### config.mk
export PLATFORM = sky130hd
export DESIGN_NAME = logicbox_deser_flat
export DESIGN_NICKNAME = d
export VERILOG_FILES = /design/src/rtl/logicbox_deser_pkg.sv /design/src/rtl/logicbox_deser_if.sv /design/src/rtl/logicbox_deser_buf.sv /design/src/rtl/logicbox_deser.sv /design/src/flat_wrapper.sv
export SDC_FILE = /design/constraint.sdc
export NUM_CORES = 1
export LEC_CHECK = 0
export ABC_CLOCK_PERIOD_IN_PS = 2900
export CAP_MARGIN = 30
export CORE_MARGIN = 3
export CORE_UTILIZATION = 54
export DETAILED_ROUTE_END_ITERATION = 10
export HOLD_SLACK_MARGIN = 0.03
export PLACE_DENSITY = 0.78
export SLEW_MARGIN = 20
export SYNTH_ARGS = -nofsm -noshare
export SYNTH_HDL_FRONTEND = slang
export SYNTH_SLANG_ARGS = --single-unit
### constraint.sdc
create_clock -name CLK -period 2.9 [get_ports CLK]
set_clock_uncertainty 0.05 [all_clocks]
set_input_delay 0.435 -clock CLK [delete_from_list [all_inputs] [get_ports CLK]]
set_output_delay 0.435 -clock CLK [all_outputs]
set_load 0.02 [all_outputs]
### src/rtl/logicbox_deser_pkg.sv
// logicbox_pkg: shared definitions for the LOGICBOX serial receiver.
// Contents: FSM state encoding, line level constants and the parity-enable
// flag. Optional feature macro: LOGICBOX_DESER_PARITY_EN. When it is defined,
// an even-parity bit sits between the last data bit and the stop bit.
package logicbox_pkg;

   // Line levels of the single-wire frame.
   localparam logic LB_IDLE_LEVEL  = 1'b1;
   localparam logic LB_START_LEVEL = 1'b0;

`ifdef LOGICBOX_DESER_PARITY_EN
   localparam bit LB_PARITY_EN = 1'b1;
`else
   localparam bit LB_PARITY_EN = 1'b0;
`endif

   // Receiver FSM states. The PARITY state exists only in the parity build.
   typedef enum logic [1:0] {
      ST_IDLE   = 2'd0,
      ST_DATA   = 2'd1,
`ifdef LOGICBOX_DESER_PARITY_EN
      ST_PARITY = 2'd2,
`endif
      ST_STOP   = 2'd3
   } lb_state_t;

endpackage

### src/rtl/logicbox_deser_if.sv
// logicbox_deser_if: received-word output port of logicbox_deser.
// Signals: O_DATA (word, bit 0 first on the wire), O_VALID (unconsumed word),
// O_READY (consumer accept), O_ERR (framing/parity error pulse),
// O_OVF (good frame dropped pulse).
// master: the receiver side. slave: the consumer side.
interface logicbox_deser_if #(
   parameter int WIDTH = 8
);
   logic [WIDTH-1:0] O_DATA;
   logic             O_VALID;
   logic             O_READY;
   logic             O_ERR;
   logic             O_OVF;

   modport master (
      output O_DATA,
      output O_VALID,
      output O_ERR,
      output O_OVF,
      input  O_READY
   );

   modport slave (
      input  O_DATA,
      input  O_VALID,
      input  O_ERR,
      input  O_OVF,
      output O_READY
   );
endinterface

### src/rtl/logicbox_deser_buf.sv
// logicbox_deser_buf: one-entry holding register with valid/ready handshake.
// Ports: CLK, RST (sync, active high); load/load_data: a good frame has just
// completed; ready: consumer accept; data/valid: held word; ovf: one-cycle
// pulse when a good frame is dropped because the entry is full and not
// being consumed in the same cycle. All outputs are registered.
module logicbox_deser_buf
   import logicbox_pkg::*;
#(
   parameter int WIDTH = 8
) (
   input  logic             CLK,
   input  logic             RST,
   input  logic             load,
   input  logic [WIDTH-1:0] load_data,
   input  logic             ready,
   output logic [WIDTH-1:0] data,
   output logic             valid,
   output logic             ovf
);

   // Holding register update: load, consume, or drop with overflow.
   always_ff @(posedge CLK) begin
      if (RST) begin
         data  <= '0;
         valid <= 1'b0;
         ovf   <= 1'b0;
      end else begin
         ovf <= 1'b0;
         if (load) begin
            // An entry consumed in this same cycle frees room for the new word.
            if (!valid || ready) begin
               data  <= load_data;
               valid <= 1'b1;
            end else begin
               ovf <= 1'b1;
            end
         end else if (valid && ready) begin
            valid <= 1'b0;
         end else begin
            valid <= valid;
         end
      end
   end

endmodule

### src/rtl/logicbox_deser.sv
// logicbox_deser: serial-to-parallel receiver for the LOGICBOX data path.
// Ports: CLK (rising edge), RST (sync, active high), I (serial in, idle 1),
// o_port (logicbox_deser_if.master: O_DATA, O_VALID, O_READY, O_ERR, O_OVF).
// Frame: start 0, WIDTH data bits LSB first, [even parity], stop 1.
// Optional feature macro: LOGICBOX_DESER_PARITY_EN enables the parity bit.
module logicbox_deser
   import logicbox_pkg::*;
#(
   parameter int WIDTH = 8
) (
   input  logic              CLK,
   input  logic              RST,
   input  logic              I,
   logicbox_deser_if.master  o_port
);

   localparam int CNT_W = (WIDTH > 1) ? $clog2(WIDTH) : 1;
   localparam logic [CNT_W-1:0] CNT_LAST = CNT_W'(WIDTH - 1);

   lb_state_t        state_r;
   logic [CNT_W-1:0] cnt_r;
   logic [WIDTH-1:0] shift_r;
   logic             par_err_r;
   logic             err_r;
   logic [WIDTH:0]   shift_wide_s;
   logic             load_s;

   // Even parity over the received data bits.
   function automatic logic even_par(input logic [WIDTH-1:0] d);
      return ^d;
   endfunction

   // Right shift with the new bit entering at the MSB; works for WIDTH=1 too.
   assign shift_wide_s = {I, shift_r};

   // The frame is good when the stop bit is at idle level and parity matched.
   assign load_s = (state_r == ST_STOP) && (I == LB_IDLE_LEVEL) && !par_err_r;

   // Frame FSM, bit counter, shift register and error pulse.
   always_ff @(posedge CLK) begin
      if (RST) begin
         state_r   <= ST_IDLE;
         cnt_r     <= '0;
         shift_r   <= '0;
         par_err_r <= 1'b0;
         err_r     <= 1'b0;
      end else begin
         err_r <= 1'b0;
         case (state_r)
            ST_IDLE: begin
               if (I == LB_START_LEVEL) begin
                  state_r   <= ST_DATA;
                  cnt_r     <= '0;
                  par_err_r <= 1'b0;
               end else begin
                  state_r <= ST_IDLE;
               end
            end
            ST_DATA: begin
               shift_r <= shift_wide_s[WIDTH:1];
               if (cnt_r == CNT_LAST) begin
                  cnt_r <= '0;
`ifdef LOGICBOX_DESER_PARITY_EN
                  state_r <= ST_PARITY;
`else
                  state_r <= ST_STOP;
`endif
               end else begin
                  cnt_r <= cnt_r + {{(CNT_W-1){1'b0}}, 1'b1};
               end
            end
`ifdef LOGICBOX_DESER_PARITY_EN
            ST_PARITY: begin
               par_err_r <= I ^ even_par(shift_r);
               state_r   <= ST_STOP;
            end
`endif
            ST_STOP: begin
               // A bad stop bit is consumed here; it never restarts a frame.
               err_r   <= (I != LB_IDLE_LEVEL) || par_err_r;
               state_r <= ST_IDLE;
            end
            default: begin
               state_r <= ST_IDLE;
            end
         endcase
      end
   end

   logicbox_deser_buf #(.WIDTH(WIDTH)) u_buf (
      .CLK       (CLK),
      .RST       (RST),
      .load      (load_s),
      .load_data (shift_r),
      .ready     (o_port.O_READY),
      .data      (o_port.O_DATA),
      .valid     (o_port.O_VALID),
      .ovf       (o_port.O_OVF)
   );

   assign o_port.O_ERR = err_r;

endmodule

### src/flat_wrapper.sv
// flat-port wrapper written by rule: the top's interface ports become plain ports
module logicbox_deser_flat import logicbox_pkg::*;
#(
   parameter int WIDTH = 8
)
  (CLK, RST, I, o_port_O_DATA, o_port_O_VALID, o_port_O_ERR, o_port_O_OVF, o_port_O_READY);
  logicbox_deser_if #(.WIDTH(WIDTH)) o_port_i ();
  input  logic CLK;
  input  logic RST;
  input  logic I;
  output wire logic [$bits(o_port_i.O_DATA)-1:0] o_port_O_DATA;
  output wire logic [$bits(o_port_i.O_VALID)-1:0] o_port_O_VALID;
  output wire logic [$bits(o_port_i.O_ERR)-1:0] o_port_O_ERR;
  output wire logic [$bits(o_port_i.O_OVF)-1:0] o_port_O_OVF;
  input wire logic [$bits(o_port_i.O_READY)-1:0] o_port_O_READY;
  assign o_port_O_DATA = o_port_i.O_DATA;
  assign o_port_O_VALID = o_port_i.O_VALID;
  assign o_port_O_ERR = o_port_i.O_ERR;
  assign o_port_O_OVF = o_port_i.O_OVF;
  assign o_port_i.O_READY = o_port_O_READY;
  logicbox_deser #(.WIDTH(WIDTH)) u_core (.CLK(CLK), .RST(RST), .I(I), .o_port(o_port_i));
endmodule
# [Word-level counts from Yosys, hierarchy flattened]
# Index checks and enable logic that the tools add are counted.
[word_totals] reg_bits=24 input_bits=4 out_inout_bits=11 word_cells=39
[op_classes] addsub=1 eq_ne=6 muxes=10 bitwise_logic=3 n_reduce_logical=12
[ops] op="2-to-1 mux 3 bit" count=2
[ops] op="one-hot mux 3 bit (2 select lines)" count=1
[ops] op="AND reduction 2 bit" count=3
[ops] op="2-to-1 mux 1 bit" count=5
[ops] op="inequality test 2 bit, second input constant" count=2
[ops] op="one-hot mux 2 bit (2 select lines)" count=1
[ops] op="nonzero test 2 bit" count=2
[ops] op="OR reduction 2 bit" count=2
[ops] op="adder 3 x 1 -> 3 bit, second input constant" count=1
[ops] op="== test 3 bit, second input constant" count=1
[ops] op="NOT 1 bit" count=3
[ops] op="== test 2 x 1 -> 1 bit, second input constant" count=1
[ops] op="== test 2 bit, second input constant" count=1
[ops] op="logical AND 1 bit" count=2
[ops] op="zero test 2 bit" count=1
[ops] op="2-to-1 mux 2 bit" count=1
[ops] op="inequality test 2 x 1 -> 1 bit, second input constant" count=1
[ops] op="zero test 1 bit" count=1
[ops] op="logical OR 1 bit" count=1

# [Logic depth before layout (Yosys ltp)]
# Gate-level depths: netlist (run 1).
[logic_depth] ltp_word=4 mapped_depth=4 ltp_nobuf=4

# [Hierarchy]
# From an unflattened synthesis (run 1), not the netlist that was laid out.
[unflattened] cells_unflattened=101 area_unflattened_um2=960.9
[by_module_without_submodules] module="logicbox_deser" instances=1 cells_each=60 area_each_um2=524.3 seq_area_each_um2=280.3
[by_module_without_submodules] module="logicbox_deser_buf" instances=1 cells_each=41 area_each_um2=436.7 seq_area_each_um2=200.2

# [Worst setup path after synthesis (run 1)]
# Ideal clock, no wire load.
[synth_path] path_kind="flip-flop to flip-flop" start="register u_core.cnt_r[0]" end="register u_core.cnt_r[0]" setup_ns=0.070 arrival_ns=1.132 required_ns=2.780 slack_ns=1.648 path_stages_with_launch=5 path_buffers=0 synth_period_minus_slack_ns=1.252 cell_sequence="dfxtp_1 -> ha_1 -> ha_1 -> or3_1 -> a21oi_1"
[synth_between] elab_chain_cells=3 elab_cells_between_ends=4 classes_between="add/sub: 1; eq/ne: 1; mux: 2"
[synth_lines] item="start, declared" line_no="logicbox_deser.sv:21" source="logic [CNT_W-1:0] cnt_r;"
[synth_lines] item="start signal, assigned" line_no="logicbox_deser.sv:69" source="cnt_r <= cnt_r + {{(CNT_W-1){1'b0}}, 1'b1};"
[synth_lines] item="adder 3 x 1 -> 3 bit / == test 3 bit (equally long branches)" line_no="logicbox_deser.sv:69, logicbox_deser.sv:61"
[synth_lines] item="2-to-1 mux 3 bit *" line_no="logicbox_deser.sv:61" source="if (cnt_r == CNT_LAST) begin"
[synth_lines] item="one-hot mux 3 bit (2 select lines) *" line_no="logicbox_deser.sv:49" source="case (state_r)"
# Mark *: on every way between the ends. The rest lies on a longest branch, timed or not.
# A chain may end at the register's enable or synchronous reset.

# [Worst setup path in the final report (run 1)]
[layout_path] start="register u_core.u_buf.data[5]" end="output port o_port_O_DATA[5]"
[layout_lines] item="start, declared" line_no="logicbox_deser_buf.sv:16" source="output logic [WIDTH-1:0] data,"
[layout_lines] item="start signal, assigned" line_no="logicbox_deser_buf.sv:32" source="data <= load_data;"
[layout_lines] item="end, declared" line_no="flat_wrapper.sv:11" source="output wire logic [$bits(o_port_i.O_DATA)-1:0] o_port_O_DATA;"
# No word-level cell between the ends.

==> flow_metrics.tcl, run 1 <==
set metrics [dict create \
    clockBufferDepth 2 \
    critical_path.slowest_cell "clkdlybuf4s50_1" \
    fin_cells 130 \
    dpl.cell_count 127 \
    slew_violations 0 \
    r2r-start "u_core.cnt_r[0]" \
    synth.net_count 107 \
    min_from "u_core.shift_r[0]" \
    crit_start "u_core.u_buf.data[5]" \
    syn_inst 101 \
    seqCellArea_sq_um 480 \
    cap_violations 0 \
    area_growth_pct 15.5 \
    synth_edf_count 0 \
    layout_min_cycle_time_ns 1.73 \
    synth_cell_type_count 18 \
    synth_area_sq_um 953 \
    die_y_microns 48.0 \
    avgRoutedWirePerCell_microns 11.4 \
    worstSetupPathType "flop to output port" \
    port-buffer-count 14 \
    place_congestion 0.673 \
    crit_arrival_ns 1.25 \
    die_w_microns 48.0 \
    vias_per_cell 5.24 \
    finalSetupViolations 0 \
    ys_ff_latch 24 \
    power_mw 0.503 \
    routed_wl_microns 1490 \
    tightest_slew_ns 0.784 \
    grt_antenna_before_repair 0 \
    critPathMaxStageDelay_ns 0.60 \
    hold_ws_ns 0.414 \
    rsz0062_at_grt "false" \
    stdcell_area_sq_um 1100 \
    ctsResizeCount 0 \
    place_area_sq_um 1080 \
    yosys-top-cells-area "dfxtp_1 50%, nand2b_1 12%, mux2i_1 8.4%, nand2_1 7.1%, a21oi_1 6.3%" \
    grt_max_degree 30 \
    path_clk_slew_ns 0.12 \
    synthTopCellsByCount "24 x dfxtp_1, 18 x nand2_1, 18 x nand2b_1" \
    clock_latency_ns 0.30 \
    grt_pass1_wl_microns 2460 \
    r2r-end "u_core.cnt_r[0]" \
    setup-tns-final_ns 0 \
    io_pins 15 \
    path_cells "clkdlybuf4s50_1" \
    yosysWarnings 0 \
    cp_max_fo 2 \
    ys_seq_area_frac 0.504 \
    cp-end-kind "output port" \
    ys_async_sr_fraction 0 \
    ir_worst_vdd_v 0.000315 \
    cp_num_buf_inv 1 \
    post_cts_buffers 0 \
    holdPathEnd "u_core.shift_r[0]" \
    ant_nets 0 \
    yosysMostFrequentCell "dfxtp_1" \
    min_path_type "flop to flop" \
    cts_max_level 1 \
    min_path_cells 2 \
    track_usage 0.152 \
    fmax_mhz 576 \
    crit_family "buffers and inverters" \
    cts_made_buffers 3 \
    critPathRequiredTime_ns 2.41 \
    avgSynthCellArea_sq_um 9.44 \
    start_kind "flop" \
    holdBufCountCts 0 \
    fp.dieArea_sq_um 2310 \
    drt-pass1-iter-count 4 \
    final_nets 122 \
    root_buffer "clkbuf_4" \
    initial_core_util 0.605 \
    multi_input_area_sq_um 423 \
    rrSetupSlack_ns 1.52 \
    cts_tree "built" \
    coreArea_sq_um 1580 \
    rows 14 \
    finalHoldViolCount 0 \
    dp_hpwl_microns 1060 \
    yosysTopAreaCellShare 0.504 \
    drc 0 \
    slew-limit-headroom 0.476 \
    powerDensity_nw_per_um2 457 \
    status "finished clean" \
    synth_ff_type "dfxtp_1" \
    grt_pass1_vias 567 \
    drive_gt1_frac 0.0526 \
    worstRegToRegCells 4 \
    diodes 0 \
    first_iter_violations 8 \
    globalRouteOverflowTotal 0 \
    nFillCells 145 \
    fin_crit_sh 0.598 \
    clock_sinks 24 \
    p_leak_nw 0.365 \
    num_vias 681 \
    yosys.area.top_type "dfxtp_1" \
]
## logic make-up after synthesis
group	share of synthesized area
adder cells (fa/ha/maj)	0.0262
AO/OA/AOI/OAI	0.0787
buffers and inverters	0.0525
AND/OR/NAND/NOR	0.255
flip-flops	0.504
multiplexers	0.0840
## registers in the layout, indices dropped and copies added, names as in the netlist
register             flops
u_core.u_buf.ovf         1
u_core.u_buf.valid       1
u_core.state_r           2
u_core.shift_r           8
u_core.u_buf.data        8
u_core.o_port.O_ERR      1
u_core.cnt_r             3
## layout by cell type, fill, tap and decap left out, drive strengths merged
master / n
dfxtp: 24
nand2b: 18
nand2: 18
clkdlybuf4s50: 14
a21oi: 12
mux2i: 8
o21ai: 3
nor3: 3
clkbuf: 3
nor2b: 2
ha: 2
buf: 2
and2b: 1
nand3b: 1
or3: 1
nand3: 1
nor3b: 1
## final cells by class
cell class	count	area share
well taps	16	0.0182
flip-flops and latches	24	0.436
multi-input cells	71	0.384
repair buffers	16	0.141
clock buffers	3	0.0205
## metrics by stage
stage,setup slack (ns),utilization
finish,1.17,0.698
CTS,1.14,0.698
global route,1.08,0.698
global placement,0.991,0.684
detailed placement,0.977,0.684
floorplan,1.65,-
## power by group
part | switching [mW] | internal [mW] | total, mW | leakage (nW)
clock network | 0.0909 | 0.0484 | 0.139 | 0.0138
logic | 0.0150 | 0.0122 | 0.0272 | 0.157
registers | 0.00297 | 0.333 | 0.336 | 0.194
## how the worst max path moves through the flow
stage | slack, ns | end | cells after the start
after floorplan | 1.65 | u_core.cnt_r[0] | 4
after global placement | 0.99 | u_core.state_r[1] | 3
after detailed placement | 0.98 | u_core.state_r[1] | 3
after CTS | 1.14 | o_port_O_DATA[0] | 1
after global routing | 1.08 | o_port_O_DATA[7] | 1
final | 1.17 | o_port_O_DATA[5] | 1
## per-layer routing
metal / GRT usage / share of wire / up-vias
met5: 0 / 0 / -
li1: - / - / 359
met2: 0.237 / 0.46 / 12
met3: 0.0338 / 0.034 / 4
met4: 0.0645 / 0.017 / 0
met1: 0.202 / 0.49 / 306
Power figures use the tool's default switching activity.
==> run 2: changes to the inputs <==
Settings changed: ABC_CLOCK_PERIOD_IN_PS 2900 to 1500, CORE_UTILIZATION 54 to 46, PLACE_DENSITY 0.78 to 0.71.
Clock period 2.9 ns to 1.5 ns, I/O delays scaled along.
==> flow_metrics.tcl, run 2 (synthesized netlist as in run 1, its figures left out) <==
set metrics [dict create \
    track_usage 0.148 \
    rsz0062_at_grt "false" \
    io_pins 15 \
    power_mw 1.04 \
    cts_max_level 1 \
    dp_hpwl_microns 1140 \
    clock_sinks 24 \
    port-buffer-count 14 \
    grt_max_degree 33 \
    path_cells "ha_1 > ha_1 > or3_1 > a21oi_1" \
    combPwrFrac 0.058 \
    final_nets 124 \
    pwr-share-clk 0.318 \
    cap_violations 0 \
    critical_path.slowest_cell "dfxtp_1" \
    die_w_microns 51.5 \
    critPathRequiredTime_ns 1.70 \
    routed_wl_microns 1590 \
    clock_latency_ns 0.30 \
    rrSetupSlack_ns 0.17 \
    grt_antenna_before_repair 0 \
    critPathMaxStageDelay_ns 0.34 \
    grt_pass1_wl_microns 2920 \
    fmax_mhz 750 \
    crit_start "u_core.cnt_r[0]" \
    drc 0 \
    top_layer "met4" \
    final_common_cell "dfxtp_1" \
    switchingPower_mw 0.219 \
    wl_met1_microns 801 \
    fp.dieArea_sq_um 2650 \
    ant_nets 0 \
    wl_met3_microns 46 \
    drive_gt1_frac 0.0769 \
    multi_input_area_sq_um 423 \
    fin_crit_sh 0.889 \
    slew_violations 0 \
    cts_made_buffers 3 \
    place_congestion 0.709 \
    layout_common_cells "24 x dfxtp_1, 18 x nand2b_1, 18 x nand2_1" \
    vias_per_cell 4.84 \
    min_path_cells 2 \
    crit_arrival_ns 1.53 \
    power_switching_share 0.210 \
    worstSetupPathType "flop to flop" \
    diodes 0 \
    finalSetupViolations 0 \
    cp-end-kind "flop" \
    die_y_microns 51.5 \
    nFillCells 181 \
    seqCellArea_sq_um 480 \
    finalHoldViolCount 0 \
    r2r-start "u_core.cnt_r[0]" \
    min_from "u_core.u_buf.data[5]" \
    p_leak_nw 0.439 \
    cp_max_fo 3 \
    path_clk_slew_ns 0.13 \
    worstRegToRegCells 4 \
    seqPwrFrac 0.624 \
    route.met2.wl_microns 728 \
    cts_tree "built" \
    first_iter_violations 4 \
    num_vias 687 \
    cp_common_cell "ha_1" \
    grt_pass1_vias 640 \
    initial_core_util 0.518 \
    slew-limit-headroom 0.840 \
    coreArea_sq_um 1840 \
    powerDensity_nw_per_um2 914 \
    status "finished clean" \
    reg.largest.list "u_core.shift_r (8), u_core.u_buf.data (8), u_core.cnt_r (3)" \
    min_path_type "flop to flop" \
    rows 15 \
    clockBufferDepth 2 \
    r2r-end "u_core.cnt_r[0]" \
    ir_worst_vdd_v 0.000601 \
    globalRouteOverflowTotal 0 \
    layout_min_cycle_time_ns 1.33 \
    tightest_slew_ns 0.239 \
    avgRoutedWirePerCell_microns 11.2 \
    root_buffer "clkbuf_4" \
    drt-pass1-iter-count 4 \
    area_growth_pct 19.6 \
    hold_ws_ns 0.427 \
    start_kind "flop" \
    holdPathEnd "u_core.u_buf.data[5]" \
    internal-power_mw 0.823 \
]
[run 2: changes by cell type in the layout (fill, tap and decap cells not counted)]
cell,previous run,this run
buf_12,0,1
buf_4,2,3
clkbuf_8,0,1
clkdlybuf4s50_1,14,3
dlygate4sd2_1,0,11
[run 2: metrics by stage]
stage          utilization  cell area, sq um  instances  setup WS, ns  setup TNS [ns]
3_5_place_dp         0.607              1120        138       -0.0124         -0.0124
5_1_grt              0.620              1140        142        0.0891               0
3_3_place_gp         0.607              1120        138        0.0535               0
4_1_cts              0.620              1140        142         0.155               0
2_1_floorplan            -               953        101         0.248               0
6_report             0.620              1140        142         0.167               0
[run 2: what timing repair did]
item,CTS,global route
hold buffers,0,0
setup endpoints to repair,11,0
setup buffers,0,0
gates resized for setup,11,0
[run 2: final cells by class]
class | instances | area share
Multi-Input combinational cell | 71 | 0.371
Timing Repair Buffer | 18 | 0.148
Tap cell | 25 | 0.0274
Clock buffer | 4 | 0.0318
Sequential cell | 24 | 0.422
[run 2: power by group through the flow]
stage / combinational (mW) / clock (mW) / sequential (mW)
6_report: 0.0603 / 0.332 / 0.650
5_1_grt: 0.0671 / 0.381 / 0.652
4_1_cts: 0.0611 / 0.348 / 0.650
3_5_place_dp: 0.0609 / 0 / 0.665
3_3_place_gp: 0.0602 / 0 / 0.664
2_1_floorplan: 0.0444 / 0 / 0.663
[run 2: worst max-delay path by stage]
| stage | endpoint | slack (ns) | cells past startpoint |
|---|---|---|---|
| 4_1_cts | u_core.cnt_r[0] | 0.15 | 4 |
| 6_report | u_core.cnt_r[0] | 0.17 | 4 |
| 5_1_grt | u_core.cnt_r[0] | 0.09 | 4 |
| 3_5_place_dp | u_core.u_buf.data[6] | -0.01 | 5 |
| 2_1_floorplan | u_core.cnt_r[0] | 0.25 | 4 |
| 3_3_place_gp | u_core.u_buf.data[5] | 0.05 | 5 |
[run 2: worst max-delay path: cells and delay by family (launching register included)]
family,cells,cell delay [ns]
AND/OR/NAND/NOR,1,0.34
adder cells (fa/ha/maj),2,0.41
AO/OA/AOI/OAI,1,0.14
flip-flops,1,0.34
[run 2: metal layers]
metal,global-route usage,vias up
met5,0,-
met4,0.0786,0
met3,0.0344,2
met2,0.220,7
met1,0.199,310
li1,-,368
==> run 3: changes to the inputs <==
Settings changed: ABC_CLOCK_PERIOD_IN_PS 1500 to 1100, CAP_MARGIN 30 to default, CORE_MARGIN 3 to default.
Clock period 1.5 ns to 1.1 ns, I/O delays scaled along.
==> flow_metrics.tcl, run 3 (synthesized netlist as in run 1, its figures left out) <==
set metrics [dict create \
    status "finished with violations" \
    violations "setup timing" \
    die_w_microns 47.5 \
    layout_common_cells "20 x dfxtp_1, 18 x nand2_1, 17 x nand2b_1" \
    port-buffer-count 14 \
    place_congestion 0.666 \
    area_growth_pct 31.1 \
    cp_common_cell "ha_4" \
    rrSetupSlack_ns -0.1 \
    worstSetupPathType "flop to flop" \
    rsz0062_at_grt "true" \
    nFillCells 186 \
    slew_violations 0 \
    fmax_mhz 834 \
    grt_max_degree 33 \
    drt-pass1-iter-count 3 \
    worstRegToRegCells 4 \
    holdPathEnd "u_core.o_port.O_ERR" \
    holdBufCountCts 0 \
    start_kind "flop" \
    globalRouteOverflowTotal 0 \
    dpl.cell_count 149 \
    track_usage 0.161 \
    grt_pass1_vias 616 \
    cp-end-kind "flop" \
    slew-limit-headroom 0.886 \
    clock_latency_ns 0.31 \
    ir_worst_vdd_v 0.000998 \
    grt_pass1_wl_microns 2540 \
    powerDensity_nw_per_um2 1280 \
    grt_antenna_before_repair 0 \
    drive_gt1_frac 0.302 \
    r2r-start "u_core.cnt_r[0]" \
    dp_hpwl_microns 1110 \
    clockBufferDepth 2 \
    reg.largest.list "u_core.shift_r (8), u_core.u_buf.data (8), u_core.cnt_r (3)" \
    layout_min_cycle_time_ns 1.20 \
    diodes 0 \
    drc 0 \
    final_common_cell "dfxtp_1" \
    critical_path.slowest_cell "dfxtp_1" \
    avgRoutedWirePerCell_microns 10.6 \
    critPathMaxStageDelay_ns 0.35 \
    ant_nets 0 \
    cts_tree "built" \
    first_iter_violations 9 \
    vias_per_cell 4.76 \
    p_leak_nw 0.467 \
    rows 16 \
    cts_made_buffers 3 \
    die_y_microns 47.5 \
    final_nets 133 \
    fin_cells 153 \
    num_vias 728 \
    finalSetupViolations 1 \
    finalHoldViolCount 0 \
    root_buffer "clkbuf_4" \
    setup-tns-final_ns -0.0989 \
    critPathRequiredTime_ns 1.30 \
    min_from "I" \
    cts_max_level 1 \
    fin_crit_sh 1.09 \
    path_cells "ha_4 > ha_4 > or3_1 > a21oi_1" \
    min_path_cells 2 \
    cap_violations 0 \
    power_mw 1.60 \
    setup_slack_ns -0.0989 \
    initial_core_util 0.486 \
    fp.dieArea_sq_um 2260 \
    routed_wl_microns 1620 \
    tightest_slew_ns 0.170 \
    r2r-end "u_core.cnt_r[0]" \
    cp_max_fo 3 \
    clock_sinks 24 \
    coreArea_sq_um 1960 \
    min_path_type "input pin to flop" \
    crit_arrival_ns 1.40 \
    io_pins 15 \
    path_clk_slew_ns 0.13 \
    post_cts_buffers 0 \
]
[run 3: per-layer routing]
layer / part of all wire / track usage
met2: 0.47 / 0.271
met5: 0 / 0
met1: 0.48 / 0.202
met4: 0.011 / 0.0686
met3: 0.036 / 0.0264
[run 3: how the worst max path moves through the flow]
| stage | startpoint | endpoint | slack [ns] | cells past startpoint |
|---|---|---|---|---|
| floorplan | u_core.state_r[1] | u_core.cnt_r[0] | -0.03 | 4 |
| global placement | I | u_core.u_buf.data[0] | -0.31 | 5 |
| detailed placement | I | u_core.cnt_r[2] | -0.35 | 5 |
| CTS | u_core.cnt_r[0] | u_core.cnt_r[0] | -0.10 | 4 |
| global route | u_core.cnt_r[0] | u_core.cnt_r[0] | -0.14 | 4 |
| finish | u_core.cnt_r[0] | u_core.cnt_r[0] | -0.1 | 4 |
[run 3: timing repair]
item                                    4_1_cts  5_1_grt
resized for setup                            48        5
pin swaps                                     0        1
endpoints found under the setup margin       21       13
[run 3: per-stage QoR]
| stage | utilization | instance area [sq um] | setup WS (ns) | hold slack [ns] |
|---|---|---|---|---|
| floorplan | - | 991 | -0.0336 | 0.192 |
| global placement | 0.624 | 1220 | -0.308 | 0.397 |
| detailed placement | 0.624 | 1220 | -0.347 | 0.411 |
| CTS | 0.630 | 1240 | -0.100 | 0.420 |
| global route | 0.637 | 1250 | -0.137 | 0.433 |
| finish | 0.637 | 1250 | -0.0989 | 0.425 |
[run 3: critical path, delay by kind of cell (launching register included)]
| family | cells | cell delay [ns] |
|---|---|---|
| fa+ha+maj | 2 | 0.31 |
| compound gates | 1 | 0.13 |
| flops | 1 | 0.35 |
| simple gates | 1 | 0.30 |
[run 3: power by group]
part / switching (mW) / total [mW] / internal (mW)
clock: 0.251 / 0.619 / 0.368
sequential: 0.0125 / 0.889 / 0.876
combinational: 0.0443 / 0.0957 / 0.0514
total: 0.307 / 1.60 / 1.30
[run 3: final cells by class]
type / count / area, sq um / area share
flip-flops and latches: 24 / 490 / 0.392
well taps: 27 / 33.8 / 0.0270
clock inverters: 1 / 30.0 / 0.0240
repair buffers: 27 / 204 / 0.163
clock buffers: 3 / 22.5 / 0.0180
multi-input cells: 71 / 469 / 0.375
